## config.mk

```make
export PLATFORM = sky130hd
export DESIGN_NAME = entropy_seq_ctrl
export DESIGN_NICKNAME = d
export VERILOG_FILES = /design/src/rtl/entropy_seq_ctrl_pkg.sv /design/src/rtl/rr_arb2.sv /design/src/rtl/entropy_seq_ctrl.sv
export SDC_FILE = /design/constraint.sdc
export NUM_CORES = 1
export LEC_CHECK = 0
export CORE_MARGIN = 2
export CORE_UTILIZATION = 45
export DETAILED_ROUTE_END_ITERATION = 10
export PLACE_DENSITY = 0.72
export SYNTH_ARGS = -nofsm -noshare
export SYNTH_HDL_FRONTEND = slang
export SYNTH_HIERARCHICAL = 1
export SYNTH_SLANG_ARGS = --single-unit
```

## constraint.sdc

```tcl
create_clock -name clk -period 2.7 [get_ports clk]
set_clock_uncertainty 0.1 [all_clocks]
set_input_delay 0.54 -clock clk [delete_from_list [all_inputs] [get_ports clk]]
set_output_delay 0.54 -clock clk [all_outputs]
set_load 0.005 [all_outputs]
```

## src/rtl/entropy_seq_ctrl_pkg.sv

```systemverilog
// rtl/entropy_seq_ctrl_pkg.sv - shared state encoding and sequencing constants
// Purpose: controller state enum, sample/fail thresholds and counter widths
//          shared by entropy_seq_ctrl and its bench.
package entropy_seq_ctrl_pkg;

  typedef enum logic [2:0] {
    ST_IDLE   = 3'd0,
    ST_WARMUP = 3'd1,
    ST_RUN    = 3'd2,
    ST_RECAL  = 3'd3,
    ST_FAULT  = 3'd4
  } state_t;

  localparam int WARMUP_SAMPLES  = 1024;
  localparam int RECAL_SAMPLES   = 256;
  localparam int MAX_INTER_FAILS = 4;

  localparam int SAMP_CNT_W = $clog2(WARMUP_SAMPLES + 1);
  localparam int FAIL_CNT_W = $clog2(MAX_INTER_FAILS + 1);

  // States in which the ADC strobe divider runs.
  function automatic logic is_sampling(input state_t s);
    return (s == ST_WARMUP) || (s == ST_RUN) || (s == ST_RECAL);
  endfunction

endpackage

```

## src/rtl/rr_arb2.sv

```systemverilog
// rtl/rr_arb2.sv - two-way round-robin arbiter
// Purpose: picks one of two requesters; the pointer moves past the winner.
// Ports:
//   clk, rst  - clock, synchronous active-high reset (pointer -> requester 0)
//   req[1:0]  - request levels
//   en        - a grant is being taken this cycle; advances the pointer
//   gnt_any   - at least one request present
//   gnt_idx   - index of the winning requester (valid when gnt_any)
module rr_arb2 (
  input  logic       clk,
  input  logic       rst,
  input  logic [1:0] req,
  input  logic       en,
  output logic       gnt_any,
  output logic       gnt_idx
);

  // ptr names the requester that wins the next contention.
  logic ptr;

  always_comb begin
    gnt_any = |req;
    if (req == 2'b11) begin
      gnt_idx = ptr;
    end else begin
      gnt_idx = req[1];
    end
  end

  always_ff @(posedge clk) begin
    if (rst) begin
      ptr <= 1'b0;
    end else if (en && gnt_any) begin
      ptr <= ~gnt_idx;
    end
  end

endmodule

```

## src/rtl/entropy_seq_ctrl.sv

```systemverilog
// rtl/entropy_seq_ctrl.sv - entropy source sequencer with health-test gating and word server
// Purpose: runs warm-up/run/recalibrate sequencing around an online health
//          tester and serves FIFO words to two requesters.
// Ports:
//   clk, rst                 - clock, synchronous active-high reset
//   cfg_div[7:0]             - ADC strobe divider, captured on start
//   start                    - begin warm-up from IDLE
//   oht_empty                - health-test FIFO empty
//   oht_inter_fail           - intermittent failure pulse
//   oht_perm_fail            - permanent failure level
//   oht_data[SAMPLE_SIZE]    - FIFO head word, valid the cycle after oht_deque
//   adc_en                   - sample strobe
//   oht_deque                - one-cycle FIFO pop
//   req[1:0]                 - per-requester word request
//   rsp_valid[1:0]           - per-requester response strobe
//   rsp_data[SAMPLE_SIZE]    - response word
//   state_o[2:0]             - current state encoding
//   fault                    - high while in FAULT
module entropy_seq_ctrl
  import entropy_seq_ctrl_pkg::*;
#(
  parameter int SAMPLE_SIZE = 16
) (
  input  logic                   clk,
  input  logic                   rst,
  input  logic [7:0]             cfg_div,
  input  logic                   start,
  input  logic                   oht_empty,
  input  logic                   oht_inter_fail,
  input  logic                   oht_perm_fail,
  input  logic [SAMPLE_SIZE-1:0] oht_data,
  output logic                   adc_en,
  output logic                   oht_deque,
  input  logic [1:0]             req,
  output logic [1:0]             rsp_valid,
  output logic [SAMPLE_SIZE-1:0] rsp_data,
  output logic [2:0]             state_o,
  output logic                   fault
);

  state_t                state, state_n;
  logic [7:0]            div_q, div_cnt;
  logic [SAMP_CNT_W-1:0] samp_cnt;
  logic [FAIL_CNT_W-1:0] fail_cnt;
  logic                  sampling, counting, fail_evt, fail_last;
  logic                  warm_done, recal_done;
  logic                  deq_q, cap_q, idx_q;
  logic                  grant_ok, arb_any, arb_idx;

  assign sampling   = is_sampling(state);
  assign counting   = (state == ST_WARMUP) || (state == ST_RECAL);
  assign adc_en     = sampling && (div_cnt == 8'd0);
  assign fail_evt   = sampling && oht_inter_fail;
  // This failure is the one that brings the counter to its limit.
  assign fail_last  = fail_cnt >= FAIL_CNT_W'(MAX_INTER_FAILS - 1);
  assign warm_done  = adc_en && (samp_cnt == SAMP_CNT_W'(WARMUP_SAMPLES - 1));
  assign recal_done = adc_en && (samp_cnt == SAMP_CNT_W'(RECAL_SAMPLES - 1));

  always_comb begin
    state_n = state;
    unique case (state)
      ST_IDLE:   if (start) state_n = ST_WARMUP;
      ST_WARMUP: begin
        if (fail_evt) begin
          if (fail_last) state_n = ST_FAULT;
        end else if (warm_done) begin
          state_n = ST_RUN;
        end
      end
      ST_RUN:    if (fail_evt) state_n = fail_last ? ST_FAULT : ST_RECAL;
      ST_RECAL:  begin
        if (fail_evt) begin
          if (fail_last) state_n = ST_FAULT;
        end else if (recal_done) begin
          state_n = ST_RUN;
        end
      end
      ST_FAULT:  state_n = ST_FAULT;
      default:   state_n = ST_IDLE;
    endcase
    // Permanent failure overrides every other transition.
    if (oht_perm_fail && (state != ST_IDLE)) state_n = ST_FAULT;
  end

  always_ff @(posedge clk) begin
    if (rst) begin
      state <= ST_IDLE;
    end else begin
      state <= state_n;
    end
  end

  // Divider: adc_en fires when div_cnt is zero, so cfg_div=0 keeps it high.
  always_ff @(posedge clk) begin
    if (rst) begin
      div_q   <= 8'd0;
      div_cnt <= 8'd0;
    end else if (state == ST_IDLE) begin
      div_cnt <= 8'd0;
      if (start) div_q <= cfg_div;
    end else if (!sampling || (div_cnt >= div_q)) begin
      div_cnt <= 8'd0;
    end else begin
      div_cnt <= div_cnt + 8'd1;
    end
  end

  // Clean-sample counter for warm-up and recalibration; any failure or
  // state change restarts it.
  always_ff @(posedge clk) begin
    if (rst) begin
      samp_cnt <= '0;
    end else if (counting && !fail_evt && (state_n == state)) begin
      if (adc_en) samp_cnt <= samp_cnt + SAMP_CNT_W'(1);
    end else begin
      samp_cnt <= '0;
    end
  end

  always_ff @(posedge clk) begin
    if (rst) begin
      fail_cnt <= '0;
    end else if ((state == ST_WARMUP) && (state_n == ST_RUN)) begin
      fail_cnt <= '0;
    end else if (fail_evt && (fail_cnt < FAIL_CNT_W'(MAX_INTER_FAILS))) begin
      fail_cnt <= fail_cnt + FAIL_CNT_W'(1);
    end
  end

  // Grants only while staying in RUN, so no pop lands in RECAL or FAULT.
  // deq_q/cap_q cover the pop and capture cycles; the response cycle may
  // overlap the next grant decision, giving a 3-cycle pop spacing.
  assign grant_ok = (state == ST_RUN) && (state_n == ST_RUN) && !oht_empty
                    && !deq_q && !cap_q;

  rr_arb2 u_arb (
    .clk     (clk),
    .rst     (rst),
    .req     (req),
    .en      (grant_ok),
    .gnt_any (arb_any),
    .gnt_idx (arb_idx)
  );

  // In-flight transactions finish regardless of state; only rst drops them.
  always_ff @(posedge clk) begin
    if (rst) begin
      deq_q     <= 1'b0;
      cap_q     <= 1'b0;
      idx_q     <= 1'b0;
      rsp_valid <= 2'b00;
      rsp_data  <= '0;
    end else begin
      deq_q     <= grant_ok && arb_any;
      cap_q     <= deq_q;
      if (grant_ok && arb_any) idx_q <= arb_idx;
      rsp_valid <= {cap_q & idx_q, cap_q & ~idx_q};
      if (cap_q) rsp_data <= oht_data;
    end
  end

  assign oht_deque = deq_q;
  assign state_o   = state;
  assign fault     = (state == ST_FAULT);

endmodule

```

==> results.tsv <==
metric	value	unit
cpPeakStageDelay	0.45	ns
peakVddDrop	0.3181	mV
p_per_area	460.9	nW/um^2
synth.area.top_cells	dfxtp_1, mux2i_1, ha_1	
setup_viol	0	
num_vias	2206	
crit_arrival	1.94	ns
antenna_found_initial	0	
grt_usage	0.1925	
clock_sinks	55	
drive_gt1_frac	0.1064	
clk_path_buf_depth	2	
synth_top_cell_area_share	0.4231	
ctsHoldBuffers	0	
grt_max_degree	21	
drtIter0Drc	120	
ys_seq_elements	55	
syn_area	2602	um^2
drv_slew	0	
synthFlopType	dfxtp_1	
critPathCaptureType	primary output	
combinationalPowerShare	0.196	
numCtsBuffers	5	
initial_core_util	0.4697	
synth.avg_cell_area	9.036	um^2
synth_edf_count	0	
hold_violations	0	
yosysTopAreaCell	dfxtp_1	
hold_path.class	reg2reg	
synth_fp_nets	333	
timing.final.ws_setup	0.1217	ns
p_int	1157	uW
cts_tree	done	
synthCells	288	
place_congestion	0.8246	
placeableCoreArea	5540	um^2
crit_path_top_delay_cell	or4b_4	
drcViolationCount	0	
cp-startpoint	div_cnt[0]	
drt_wl_total	5780	um
antenna-diode-count	0	
cap_violations	0	
dieWidth	80.05	um
critPathBufInv	3	
antenna_left	0	
drt_first_pass_iters	4	
fin_area	3418	um^2
avgRoutedWirePerCell	13.47	um
cp_max_fo	2	
cts.reportedPaths.clkPinSlew	0.09	ns
status	completed	
switching_share	0.2655	
port_buffers	55	
grt_pass1_wl	9729	um
die_h	80.05	um
p_seq_frac	0.536	
yosysWarnings	6	
rsz0062_at_grt	false	
layout.nets	403	
pwr-share-clk	0.268	
final_cell_count_no_fill	429	
period_share	0.9549	
grt_pass1_vias	2136	
startpoint_type	flop	
synth.distinct_cells	47	
syn_to_final_growth	31.35	%
setup-tns-final	0	ns
cp_top_family	simple AND/OR/NAND/NOR gates	
final_util	0.6170	
seq_area_frac_synth	0.4231	
clockRootBuffer	clkbuf_8	
vias_per_cell	5.142	
path_class	reg2out	
dp_cells	422	
async_reset_ff_frac	0	
htreeDepth	2	
slew_headroom	0.7054	
fmaxAchievable	387.9	MHz
cp.required	2.06	ns
hold_start	idx_q	
fin_crit	2.578	ns
pre_cts_ws	0.01749	ns
hpwl	4271	um
switching_power	418.3	uW
overflow	0	
power_leakage	0.001272	uW
die_area	6408	um^2
clkLatencyLatePin	0.30	ns
worstMarginPinSlew	0.4405	ns
place_area	3333	um^2
fillCellCount	501	
path_cells	inv_2 -> ha_1 -> or4b_4 -> or3_4 -> clkinv_2 -> dlygate4sd2_1	
timing.rr.start	div_cnt[0]	
io_pins	56	
row_count	27	
## worst paths after layout
path | endpoint | slack, ns | depth (start not counted)
setup / recovery | adc_en | 0.12 | 6
hold / removal | rsp_valid[0] | 0.36 | 1
setup reg to reg | u_arb/ptr | 0.14 | 10
hold reg to reg | rsp_valid[0] | 0.36 | 1
## per-stage QoR
| stage | total power (uW) | hold WS, ns |
|---|---|---|
| 4_1_cts | 1589 | 0.3506 |
| 2_1_floorplan | 1031 | 0.3124 |
| 3_5_place_dp | 1169 | 0.3465 |
| 3_3_place_gp | 1166 | 0.3427 |
| 5_1_grt | 1661 | 0.3773 |
| 6_report | 1576 | 0.3560 |
## flip-flops by register name (all words and copies together) (netlist names)
name	flops
u_arb/ptr	1
rsp_valid	2
samp_cnt	11
div_cnt	8
div_q	8
state_o	3
oht_deque	1
fail_cnt	3
rsp_data	16
cap_q	1
idx_q	1
## layer usage
metal | wire length, um | track usage | vias to the layer above
met2 | 2666 | 0.3133 | 43
met5 | 0 | 0 | -
met4 | 34 | 0.04576 | 0
met1 | 2721 | 0.2456 | 1023
li1 | - | - | 1138
met3 | 358 | 0.06517 | 2
## layout by cell type (no fill, tap or decap), drive strengths merged, types with 4 or more instances in the layout
cell	instances
and3	5
clkbuf	6
nand2	26
buf	19
nand4	6
clkdlybuf4s50	54
dfxtp	55
a21oi	15
nor2	34
xnor2	6
nor3	9
mux2i	18
nor2b	4
ha	13
a211oi	10
inv	17
xor2	11
nand3	10
## cells by family after synthesis
kind of cell,Yosys count,synth area share
mux,18,0.06923
xor+xnor,17,0.05721
compound gates,43,0.1212
simple gates,113,0.2231
flops,55,0.4231
buf+inv,29,0.04375
fa+ha+maj,13,0.06250
## area by class of cell
| class | count | area (um^2) | area share |
|---|---|---|---|
| well taps | 72 | 90.09 | 0.02635 |
| clock buffers | 6 | 72.57 | 0.02123 |
| repair buffers | 74 | 691.9 | 0.2024 |
| flip-flops and latches | 55 | 1102 | 0.3225 |
| multi-input cells | 204 | 1393 | 0.4074 |
| inverters | 18 | 68.82 | 0.02013 |
## what timing repair did
item,in CTS,in global routing
pin swaps,1,0
gates resized for setup,3,1
endpoints found under the hold margin,0,0
buffers inserted,1,0
endpoints found under the setup margin,1,1
## Yosys cell counts (2+ instances only)
| cell type | count |
|---|---|
| nor3_1 | 9 |
| clkbuf_1 | 8 |
| a21oi_1 | 14 |
| xnor2_1 | 6 |
| dfxtp_1 | 55 |
| nand4_1 | 6 |
| nor2b_1 | 4 |
| a211o_1 | 2 |
| and3_1 | 3 |
| nand3_1 | 10 |
| or3_1 | 2 |
| and3_2 | 2 |
| mux2i_1 | 18 |
| nor2_1 | 34 |
| buf_1 | 2 |
| a211oi_1 | 10 |
| o21ai_0 | 2 |
| inv_1 | 17 |
| nor3b_1 | 2 |
| nand3b_1 | 3 |
| xor2_1 | 11 |
| nand2b_1 | 2 |
| nor4_1 | 3 |
| nand2_1 | 26 |
| ha_1 | 13 |
| a21o_1 | 3 |
## power groups by stage
| stage | Clock (uW) | Combinational, uW | Sequential (uW) |
|---|---|---|---|
| after floorplan | 0 | 167 | 863 |
| after global placement | 0 | 303 | 863 |
| after detailed placement | 0 | 306 | 863 |
| after CTS | 434 | 310 | 845 |
| after global routing | 472 | 341 | 848 |
| final | 422 | 309 | 845 |
Note: power is estimated with default switching activity, not from simulation.
